[config.mk]
export PLATFORM = sky130hd
export DESIGN_NAME = warp_dispatcher
export DESIGN_NICKNAME = d
export VERILOG_FILES = /design/src/rtl/warp_dispatcher_pkg.sv /design/src/rtl/warp_id_allocator.sv /design/src/rtl/warp_dispatcher.sv
export SDC_FILE = /design/constraint.sdc
export NUM_CORES = 1
export LEC_CHECK = 0
export ABC_AREA = 1
export ABC_CLOCK_PERIOD_IN_PS = 3200
export CAP_MARGIN = 5
export CORE_UTILIZATION = 50
export CTS_CLUSTER_DIAMETER = 40
export CTS_CLUSTER_SIZE = 16
export DETAILED_ROUTE_END_ITERATION = 10
export PLACE_DENSITY_LB_ADDON = 0.08
export SYNTH_ARGS = -nofsm -noshare
export SYNTH_HDL_FRONTEND = slang
export SYNTH_SLANG_ARGS = --single-unit
[constraint.sdc]
create_clock -name clk -period 3.2 [get_ports clk]
set_input_delay 0.64 -clock clk [delete_from_list [all_inputs] [get_ports clk]]
set_output_delay 0.64 -clock clk [all_outputs]
set_load 0.01 [all_outputs]
[src/rtl/warp_dispatcher_pkg.sv]
// Shared parameters and types for the warp dispatcher and its ID allocator.
// Core count must stay a power of two so the round-robin index wraps by truncation.
package warp_dispatcher_pkg;

  localparam int NUM_SIMD_CORES    = 4;
  localparam int LOG2_SIMD_CORES   = $clog2(NUM_SIMD_CORES);
  localparam int NUM_WARP_IDS      = 15;
  localparam int WARP_ID_W         = 4;
  localparam int LOG2_THREAD_COUNT = 3;
  localparam logic [WARP_ID_W-1:0] INVALID_WARP_ID = 4'hF;

  typedef enum logic [1:0] {
    CORE_FREE,
    CORE_RUNNING,
    CORE_RETIRING
  } core_state_t;

  typedef enum logic {
    DS_IDLE,
    DS_ISSUE
  } dispatch_state_t;

  typedef struct packed {
    logic [31:0]                  start_pc;
    logic [LOG2_THREAD_COUNT-1:0] thread_count;
    logic [WARP_ID_W-1:0]         warp_id;
  } kernel_t;

  function automatic logic [NUM_SIMD_CORES-1:0] core_onehot(
    input logic [LOG2_SIMD_CORES-1:0] idx
  );
    logic [NUM_SIMD_CORES-1:0] v;
    v      = '0;
    v[idx] = 1'b1;
    return v;
  endfunction

endpackage

[src/rtl/warp_id_allocator.sv]
// Owns the warp-ID used mask: hands out the lowest clear ID and keeps a live count.
module warp_id_allocator
  import warp_dispatcher_pkg::*;
(
  input  logic                 clk,
  input  logic                 rst,
  input  logic                 alloc,
  input  logic                 free_en,
  input  logic [WARP_ID_W-1:0] free_id,
  output logic [WARP_ID_W-1:0] alloc_id,
  output logic                 any_free,
  output logic [WARP_ID_W-1:0] popcount
);

  logic [NUM_WARP_IDS-1:0] used_q;
  logic [NUM_WARP_IDS-1:0] set_mask;
  logic [NUM_WARP_IDS-1:0] clr_mask;
  logic [WARP_ID_W-1:0]    count_q;

  always_comb begin
    alloc_id = INVALID_WARP_ID;
    any_free = ~&used_q;
    for (int i = NUM_WARP_IDS - 1; i >= 0; i--) begin
      if (!used_q[i]) alloc_id = WARP_ID_W'(i);
    end
  end

  always_comb begin
    set_mask = '0;
    clr_mask = '0;
    for (int i = 0; i < NUM_WARP_IDS; i++) begin
      set_mask[i] = alloc   && (alloc_id == WARP_ID_W'(i));
      clr_mask[i] = free_en && (free_id  == WARP_ID_W'(i));
    end
  end

  // The freed ID is still marked used this cycle, so set and clear never hit the same bit.
  always_ff @(posedge clk or posedge rst) begin
    if (rst) begin
      used_q  <= '0;
      count_q <= '0;
    end else begin
      used_q <= (used_q | set_mask) & ~clr_mask;
      case ({alloc, free_en})
        2'b10:   count_q <= count_q + WARP_ID_W'(1);
        2'b01:   count_q <= count_q - WARP_ID_W'(1);
        default: count_q <= count_q;
      endcase
    end
  end

  assign popcount = count_q;

endmodule

[src/rtl/warp_dispatcher.sv]
// Accepts kernel descriptors, allocates warp IDs, issues round-robin to idle SIMD
// cores and retires finished warps one per cycle.
module warp_dispatcher
  import warp_dispatcher_pkg::*;
(
  input  logic                         clk,
  input  logic                         rst,
  input  logic                         kern_valid,
  output logic                         kern_ready,
  input  logic [LOG2_THREAD_COUNT-1:0] kern_thread_count,
  input  logic [31:0]                  kern_start_pc,
  output logic [NUM_SIMD_CORES-1:0]    issue_valid,
  output logic [WARP_ID_W-1:0]         issue_warp_id,
  output logic [31:0]                  issue_start_pc,
  output logic [LOG2_THREAD_COUNT-1:0] issue_thread_count,
  input  logic [NUM_SIMD_CORES-1:0]    core_done,
  output logic [WARP_ID_W-1:0]         finished_warp_id,
  output logic [WARP_ID_W-1:0]         active_warps
);

  dispatch_state_t             state_q;
  core_state_t                 core_state_q [NUM_SIMD_CORES];
  logic [WARP_ID_W-1:0]        core_warp_q  [NUM_SIMD_CORES];
  logic [LOG2_SIMD_CORES-1:0]  rr_ptr_q;
  logic [LOG2_SIMD_CORES-1:0]  sel_core;
  logic [LOG2_SIMD_CORES-1:0]  scan_idx;
  logic [LOG2_SIMD_CORES-1:0]  ret_core;
  logic                        any_core_free;
  logic                        id_free;
  logic                        accept;
  logic                        latch;
  logic                        ret_en;
  logic [WARP_ID_W-1:0]        alloc_id;
  logic [WARP_ID_W-1:0]        free_id;
  logic [WARP_ID_W-1:0]        finished_q;
  logic [NUM_SIMD_CORES-1:0]   issue_valid_q;
  kernel_t                     kern_q;

  warp_id_allocator u_alloc (
    .clk      (clk),
    .rst      (rst),
    .alloc    (latch),
    .free_en  (ret_en),
    .free_id  (free_id),
    .alloc_id (alloc_id),
    .any_free (id_free),
    .popcount (active_warps)
  );

  // Descending scan so the first FREE core at or after rr_ptr wins.
  always_comb begin
    any_core_free = 1'b0;
    sel_core      = rr_ptr_q;
    scan_idx      = '0;
    for (int i = NUM_SIMD_CORES - 1; i >= 0; i--) begin
      scan_idx = rr_ptr_q + LOG2_SIMD_CORES'(i);
      if (core_state_q[scan_idx] == CORE_FREE) begin
        any_core_free = 1'b1;
        sel_core      = scan_idx;
      end
    end
  end

  // A done pulse on a RUNNING core competes for retirement in the same cycle.
  always_comb begin
    ret_en   = 1'b0;
    ret_core = '0;
    for (int c = NUM_SIMD_CORES - 1; c >= 0; c--) begin
      if (core_state_q[c] == CORE_RETIRING ||
          (core_state_q[c] == CORE_RUNNING && core_done[c])) begin
        ret_en   = 1'b1;
        ret_core = LOG2_SIMD_CORES'(c);
      end
    end
  end

  assign free_id    = core_warp_q[ret_core];
  assign kern_ready = !rst && (state_q == DS_IDLE) && id_free && any_core_free;
  assign accept     = kern_valid && kern_ready;
  assign latch      = accept && (kern_thread_count != '0);

  always_ff @(posedge clk or posedge rst) begin
    if (rst) begin
      for (int c = 0; c < NUM_SIMD_CORES; c++) core_state_q[c] <= CORE_FREE;
      rr_ptr_q   <= '0;
      finished_q <= INVALID_WARP_ID;
    end else begin
      for (int c = 0; c < NUM_SIMD_CORES; c++) begin
        if (ret_en && ret_core == LOG2_SIMD_CORES'(c))
          core_state_q[c] <= CORE_FREE;
        else if (core_state_q[c] == CORE_RUNNING && core_done[c])
          core_state_q[c] <= CORE_RETIRING;
      end
      if (latch) begin
        core_state_q[sel_core] <= CORE_RUNNING;
        rr_ptr_q               <= sel_core + LOG2_SIMD_CORES'(1);
      end
      finished_q <= ret_en ? free_id : INVALID_WARP_ID;
    end
  end

  // Ownership is only read for cores that have left FREE, so it needs no reset.
  always_ff @(posedge clk) begin
    if (latch) core_warp_q[sel_core] <= alloc_id;
  end

  always_ff @(posedge clk or posedge rst) begin
    if (rst) begin
      state_q       <= DS_IDLE;
      issue_valid_q <= '0;
      kern_q        <= '{start_pc: 32'h0, thread_count: '0, warp_id: INVALID_WARP_ID};
    end else begin
      case (state_q)
        DS_IDLE: begin
          issue_valid_q <= '0;
          if (latch) begin
            kern_q        <= '{start_pc: kern_start_pc, thread_count: kern_thread_count,
                               warp_id: alloc_id};
            issue_valid_q <= core_onehot(sel_core);
            state_q       <= DS_ISSUE;
          end
        end
        DS_ISSUE: begin
          issue_valid_q <= '0;
          state_q       <= DS_IDLE;
        end
        default: begin
          issue_valid_q <= '0;
          state_q       <= DS_IDLE;
        end
      endcase
    end
  end

  assign issue_valid        = issue_valid_q;
  assign issue_warp_id      = kern_q.warp_id;
  assign issue_start_pc     = kern_q.start_pc;
  assign issue_thread_count = kern_q.thread_count;
  assign finished_warp_id   = finished_q;

endmodule

# Yosys cells after proc, flatten, opt, wreduce, memory -nomap -nowiden
# Memories as Yosys holds them, arrays and structs flattened.
# Cells that the tools add are included.
# Widths: inputs -> output; s select.
[op_classes]
addsub = 6
magnitude_cmp = 8
eq_ne = 41
mux = 63
bitwise = 12
n_reduce_logical = 62
[op_table]
columns = ["op", "n"]
rows = [
  ["$eq 4x4->1 const B", 14],
  ["$mux 2", 27],
  ["$logic_and 1x1->1", 45],
  ["$mux 4", 10],
  ["$eq 4x3->1 const B", 8],
  ["$bmux 2 s2", 4],
  ["$eq 4x2->1 const B", 4],
  ["$pmux 4 s2", 2],
  ["$and 15x15->15", 1],
  ["$ge 3x3->1 const B", 5],
  ["$not 15->15", 1],
  ["$not 2->3", 5],
  ["$or 15x15->15", 1],
  ["$reduce_and 15->1", 1],
  ["$eq 2x2->1 const B", 7],
  ["$eq 2x1->1 const B", 6],
  ["$mux 1", 12],
  ["$mux 3", 4],
  ["$logic_not 2->1", 5],
  ["$eq 4x1->1 const B", 2],
  ["$logic_not 4->1", 2],
  ["$mux 8", 1],
  ["$add 2x1->2 const B", 2],
  ["$add 2x2->2 const B", 2],
  ["17 further kinds", 21],
]
[word_totals]
regBits = 77
ram_bits = 16
n_memories = 1
[memory_table]
columns = ["name", "depth", "width", "read_ports", "rd_ports_with_merged_regs", "wr", "line_no", "rtl"]
rows = [
  ["core_warp_q", 4, 4, 1, 0, 1, "warp_dispatcher.sv:23", "logic [WARP_ID_W-1:0] core_warp_q [NUM_SIMD_CORES];"],
]

# Longest topological paths before layout
# Gate-level depths: netlist of run 1.
[logic_depth]
ltp_word = 19
depth_mapped = 20

# Cells and area by module
# A second synthesis of run 1 with hierarchy kept.
[unflattened]
hier_cells = 523
hier_area_um2 = 4464.3
[modules_own_cells]
columns = ["mod", "n_inst", "cells_per_inst", "area_per_inst_um2"]
rows = [
  ["warp_dispatcher", 1, 365, 3250.6],
  ["warp_id_allocator", 1, 158, 1213.7],
]

# Worst setup path before layout of run 1
# OpenSTA, ideal clock, no wires.
[synth_path]
path_kind = "input to register"
start = "input port rst"
end = "register u_alloc.count_q[3], in the netlist u_alloc.popcount[3]"
setup_ps = 124
arrival_time_ps = 2665
required_ps = 3076
slack_ps = 411
path_stages = 14
n_path_buf = 2
path_cell_list = "or2_2 a21oi_1 nand3_2 buf_6 buf_6 ha_1 ha_1 nand2_1 nor2_1 a211oi_1 nor2_1 nor2_1 nand2_1 xnor2_1"
[synth_via]
elab_chain_len = 8
word_cells_on_any_way = 10
classes_between = "eq/ne (2); mux (1); reduce/logical (7)"
[synth_rtl]
columns = ["item", "line_no", "rtl"]
rows = [
  ["from (decl)", "warp_dispatcher.sv:7", "input logic rst,"],
  ["$logic_not 1->1 (no source line) (*)", "n/a", ""],
  ["$logic_and 1x1->1 (*) (3 in a row)", "warp_dispatcher.sv:78", "assign kern_ready = !rst && (state_q == DS_IDLE) && id_free && any_core_free;"],
  ["$logic_and 1x1->1 (*)", "warp_dispatcher.sv:79", "assign accept = kern_valid && kern_ready;"],
  ["$logic_and 1x1->1 (*)", "warp_dispatcher.sv:80", "assign latch = accept && (kern_thread_count != '0);"],
  ["$eq 2x1->1 / $eq 2x2->1 (equally long branches)", "warp_id_allocator.sv:44", "case ({alloc, free_en})"],
  ["$pmux 4 s2 / $reduce_bool 2->1 (equally long branches)", "n/a", ""],
  ["to (signal assigned)", "warp_id_allocator.sv:45", "2'b10: count_q <= count_q + WARP_ID_W'(1);"],
  ["to (signal assigned)", "warp_id_allocator.sv:46", "2'b01: count_q <= count_q - WARP_ID_W'(1);"],
  ["to (signal assigned)", "warp_id_allocator.sv:47", "default: count_q <= count_q;"],
  ["to (decl)", "warp_id_allocator.sv:18", "logic [WARP_ID_W-1:0] count_q;"],
]
# Mark *: on every way between the ends. The rest lies on a longest branch, timed or not.
# A chain may end at the register's enable or synchronous reset.

# Worst setup path in the final report of run 1
[layout_path]
start = "register rr_ptr_q[0]"
end = "output port kern_ready"
[layout_via]
elab_chain_len = 11
word_cells_on_any_way = 28
classes_between = "add/sub (3); mux (16); bitwise (4); reduce/logical (5)"
[layout_rtl]
columns = ["item", "line_no", "rtl"]
rows = [
  ["from (decl)", "warp_dispatcher.sv:24", "logic [LOG2_SIMD_CORES-1:0] rr_ptr_q;"],
  ["from (signal assigned)", "warp_dispatcher.sv:96", "rr_ptr_q <= sel_core + LOG2_SIMD_CORES'(1);"],
  ["$add 2x2->2", "warp_dispatcher.sv:56", "scan_idx = rr_ptr_q + LOG2_SIMD_CORES'(i);"],
  ["$not 2->3 (implied by the code)", "warp_dispatcher.sv:57", "if (core_state_q[scan_idx] == CORE_FREE) begin"],
  ["$bmux 2 s2", "warp_dispatcher.sv:57", ""],
  ["$mux 2 (implied by the code) (2 in a row)", "warp_dispatcher.sv:57", ""],
  ["$logic_not 2->1", "warp_dispatcher.sv:57", ""],
  ["$mux 1 (3 in a row)", "warp_dispatcher.sv:57", ""],
  ["$mux 1 (*)", "warp_dispatcher.sv:57", ""],
  ["$logic_and 1x1->1 (*)", "warp_dispatcher.sv:78", ""],
  ["to (decl)", "warp_dispatcher.sv:9", "output logic kern_ready,"],
]
# Mark *: on every way between the ends. The rest lies on a longest branch, timed or not. The select of a mux whose other input is x is not followed.

==> flow_summary.ini, run 1 <==
[outcome]
outcome = finished, final reports clean

[synthesis]
ys_seq_area_frac = 0.5496
synth.most_common_cell = nand2_1
syn_avg_cell_area_um2 = 8.674
synth_edf_count = 16
syn_nets = 557
synth_seq_cells = 93
ys_async_sr_fraction = 0.8280
synth_area_mm2 = 0.004398
synth_top_area_frac = 0.3926
synthCells = 507
yosys_warnings = 0
synth_commonest_cells = nand2_1 (170), dfrtp_1 (69), inv_1 (53), nor2_1 (47)
synth_flop_cell = dfrtp_1
yosys-top-cells-area = dfrtp_1 (39%), nand2_1 (15%), edfxtp_1 (11%)
synth_top_area_cell = dfrtp_1
yosys.cell_types.count = 36

[sta]
setup_ws_ps = 240.4
period_share = 0.9249
setup_viol = 0
max_freq_mhz = 337.9
max_slew_margin = 0.4755
period_needed_ps = 2960
worst_clock_skew_ps = 11.79
hold_violations = 0
drv_slew = 0
setup_tns_ps = 0
worst_slew_pin_slew_ps = 779.7
rsz0062_at_grt = no
fin_hold_ws_ps = 475.7

[global_routing]
use_met1 = 0.3064
grt_use_total = 0.2340
grt_use_met3 = 0.08215
grt_pass1_vias = 3514
grt_overflow = 0
antenna_found_initial = 0
grt-busiest-layer = met2
grt_max_degree = 67
use_met2 = 0.3696
grt_first_pass_wirelength_um = 16270

[power]
internal-power_mw = 3.155
switching_share = 0.4307
clock_power_share = 0.156
ir_drop_mv = 0.5119
p_leak_nw = 2.686
comb_power_share = 0.510
seqPwrFrac = 0.334
p_total_mw = 5.542
p_sw_mw = 2.387
power_density_mw_per_mm2 = 976.3

[floorplanning]
die_w_um = 95.79
start_util = 0.5247
core_mm2 = 0.008382
num_rows = 33
io_pins = 94
die_h_um = 95.79
fp.dieArea_mm2 = 0.009175

[final_layout]
fin_area_mm2 = 0.005677
nNetsFinal = 659
final_cells = 719
utilization = 0.6773
drive_gt1_frac = 0.1189
n_antenna_cell = 0
area_growth_pct = 29.08

[placement]
gp_congestion = 0.8228
dp_slack_ps = 29.83
numPortBuffers = 93
placedInstanceArea_mm2 = 0.005444
hpwl_um = 7328
placedCellCount = 703

[critical_path]
start_kind = flop
end_kind = output pin
max_stage_delay_ps = 600
cp_max_fo = 12
cpLargestDelayFamily = flip-flops
r2r_start = rr_ptr_q[0]$_DFFE_PP0P_
worstPathRequired_ps = 2560
worst-path-buf-inv = 2
path_class = reg2out
crit_start = rr_ptr_q[0]$_DFFE_PP0P_
crit_path_top_delay_cell = dfrtp_1
cp.arrival_ps = 2320
crit_path_cell_trace = o21ai_1 > nand2_2 > nor2_1 > a21oi_1 > nand3_2 > nand2_1 > inv_1 > clkdlybuf4s50_1

[drt]
num_vias = 3578
dr.pass1.iters = 4
drt-initial-drc-count = 183
wl_per_cell_um = 13.96
drtAntennaViolNets = 0
drt_drc_violations_left = 0
avgViaCountPerCell = 4.976
drt_wl_total_um = 10040

[clock_network]
clock-root-buffer = clkbuf_8
h-tree-depth = 3
clock_latency_ps = 350
clockBufferDepth = 2
cts.sinks = 93
clk_pin_slew_ps = 90
cts_setup_buffers = 0
cts_buffers = 9
cts_tree = yes
hold_buffers = 0

[run]
maxCapViolCount = 0

[min_path]
min_from = issue_warp_id[2]$_DFFE_PP1P_
hold_class = reg2reg
==> cell usage in the layout, fill, tap and decap left out, drive strengths merged, types with 2 or more instances in the layout <==
cell type      instances
clkdlybuf4s50         93
nand2                181
dfrtp                 69
inv                   64
nor3                   2
clkbuf                12
edfxtp                16
xnor2                  2
a21oi                 17
o31ai                  4
nand3                 23
nor2                  52
clkinv                 2
dfstp                  8
a31oi                  4
nand4                  3
ha                     7
a21o                   2
o21ai                 31
or2                    2
xor2                   3
buf                   10
==> timing repair <==
action | CTS | global route
resized for setup | 0 | 1
endpoints found under the setup margin | 0 | 1
hold endpoints to repair | 0 | 0
==> final cells by class <==
type / instances / area [um^2]
Multi-Input combinational cell: 338 / 1642
Fill cell: 686 / 2705
Sequential cell: 93 / 2417
Clock inverter: 4 / 51.30
Tap cell: 105 / 131.4
Inverter: 64 / 240.2
Timing Repair Buffer: 103 / 1018
Clock buffer: 12 / 176.4
==> flip-flops by register name (all words and copies together) (netlist names) <==
register,cells
issue_valid,4
rr_ptr_q,2
issue_start_pc,32
u_alloc.used_q,15
u_alloc.popcount,4
state_q,1
core_warp_q,16
issue_thread_count,3
core_state_q,8
finished_warp_id,4
issue_warp_id,4
==> final timing paths <==
path | to | slack (ps) | cells after the start
min in group asynchronous | issue_valid[3]$_DFF_PP0_ | 730 | 2
worst max register to register | u_alloc.popcount[3]$_DFFE_PP0P_ | 390 | 13
max in group asynchronous | finished_warp_id[2]$_DFF_PP1_ | 1670 | 3
worst max-delay path | kern_ready | 240 | 8
worst min-delay path | issue_warp_id[2]$_DFFE_PP1P_ | 480 | 2
worst min register to register | issue_warp_id[2]$_DFFE_PP1P_ | 480 | 2
==> kinds of logic (layout without fill, tap and decap cells) <==
| logic type | Yosys count | in the layout | share of synthesized area |
|---|---|---|---|
| buffers and inverters | 76 | 183 | 0.07824 |
| XOR/XNOR | 5 | 5 | 0.009959 |
| AO/OA/AOI/OAI | 62 | 62 | 0.08023 |
| flip-flops | 93 | 93 | 0.5496 |
| AND/OR/NAND/NOR | 263 | 263 | 0.2575 |
| adder cells (fa/ha/maj) | 8 | 8 | 0.02447 |
==> power groups by stage <==
stage	logic [mW]	clock network [mW]	registers, mW
6_report	2.83	0.863	1.85
5_1_grt	3.17	0.929	1.90
4_1_cts	2.83	0.875	1.85
3_5_place_dp	2.80	0	1.86
3_3_place_gp	2.72	0	1.86
2_1_floorplan	1.81	0	1.89
==> worst min-delay path, delay by kind of cell (launching register included) <==
family	cells	cell delay, ps
simple gates	2	100
flops	1	380
==> metal layers <==
metal	share of wire	vias to the layer above	routed length, um
met3	0.084	7	840
met2	0.47	110	4685
li1	-	1791	-
met1	0.44	1670	4454
met4	0.0059	0	59
met5	0	-	0
Power figures use the tool's default switching activity.
==> run 2, diff against run 1 <==
CTS_CLUSTER_DIAMETER = not set   (was 40)
==> results of run 2 <==
The final DEF is identical to that of run 1; final timing and power are the same.
==> run 3, diff against run 2 <==
SKIP_CTS_REPAIR_TIMING = 1   (was not set)
SLEW_MARGIN = 30   (was not set)
==> results of run 3 <==
The final DEF is identical to that of run 1; final timing and power are the same.
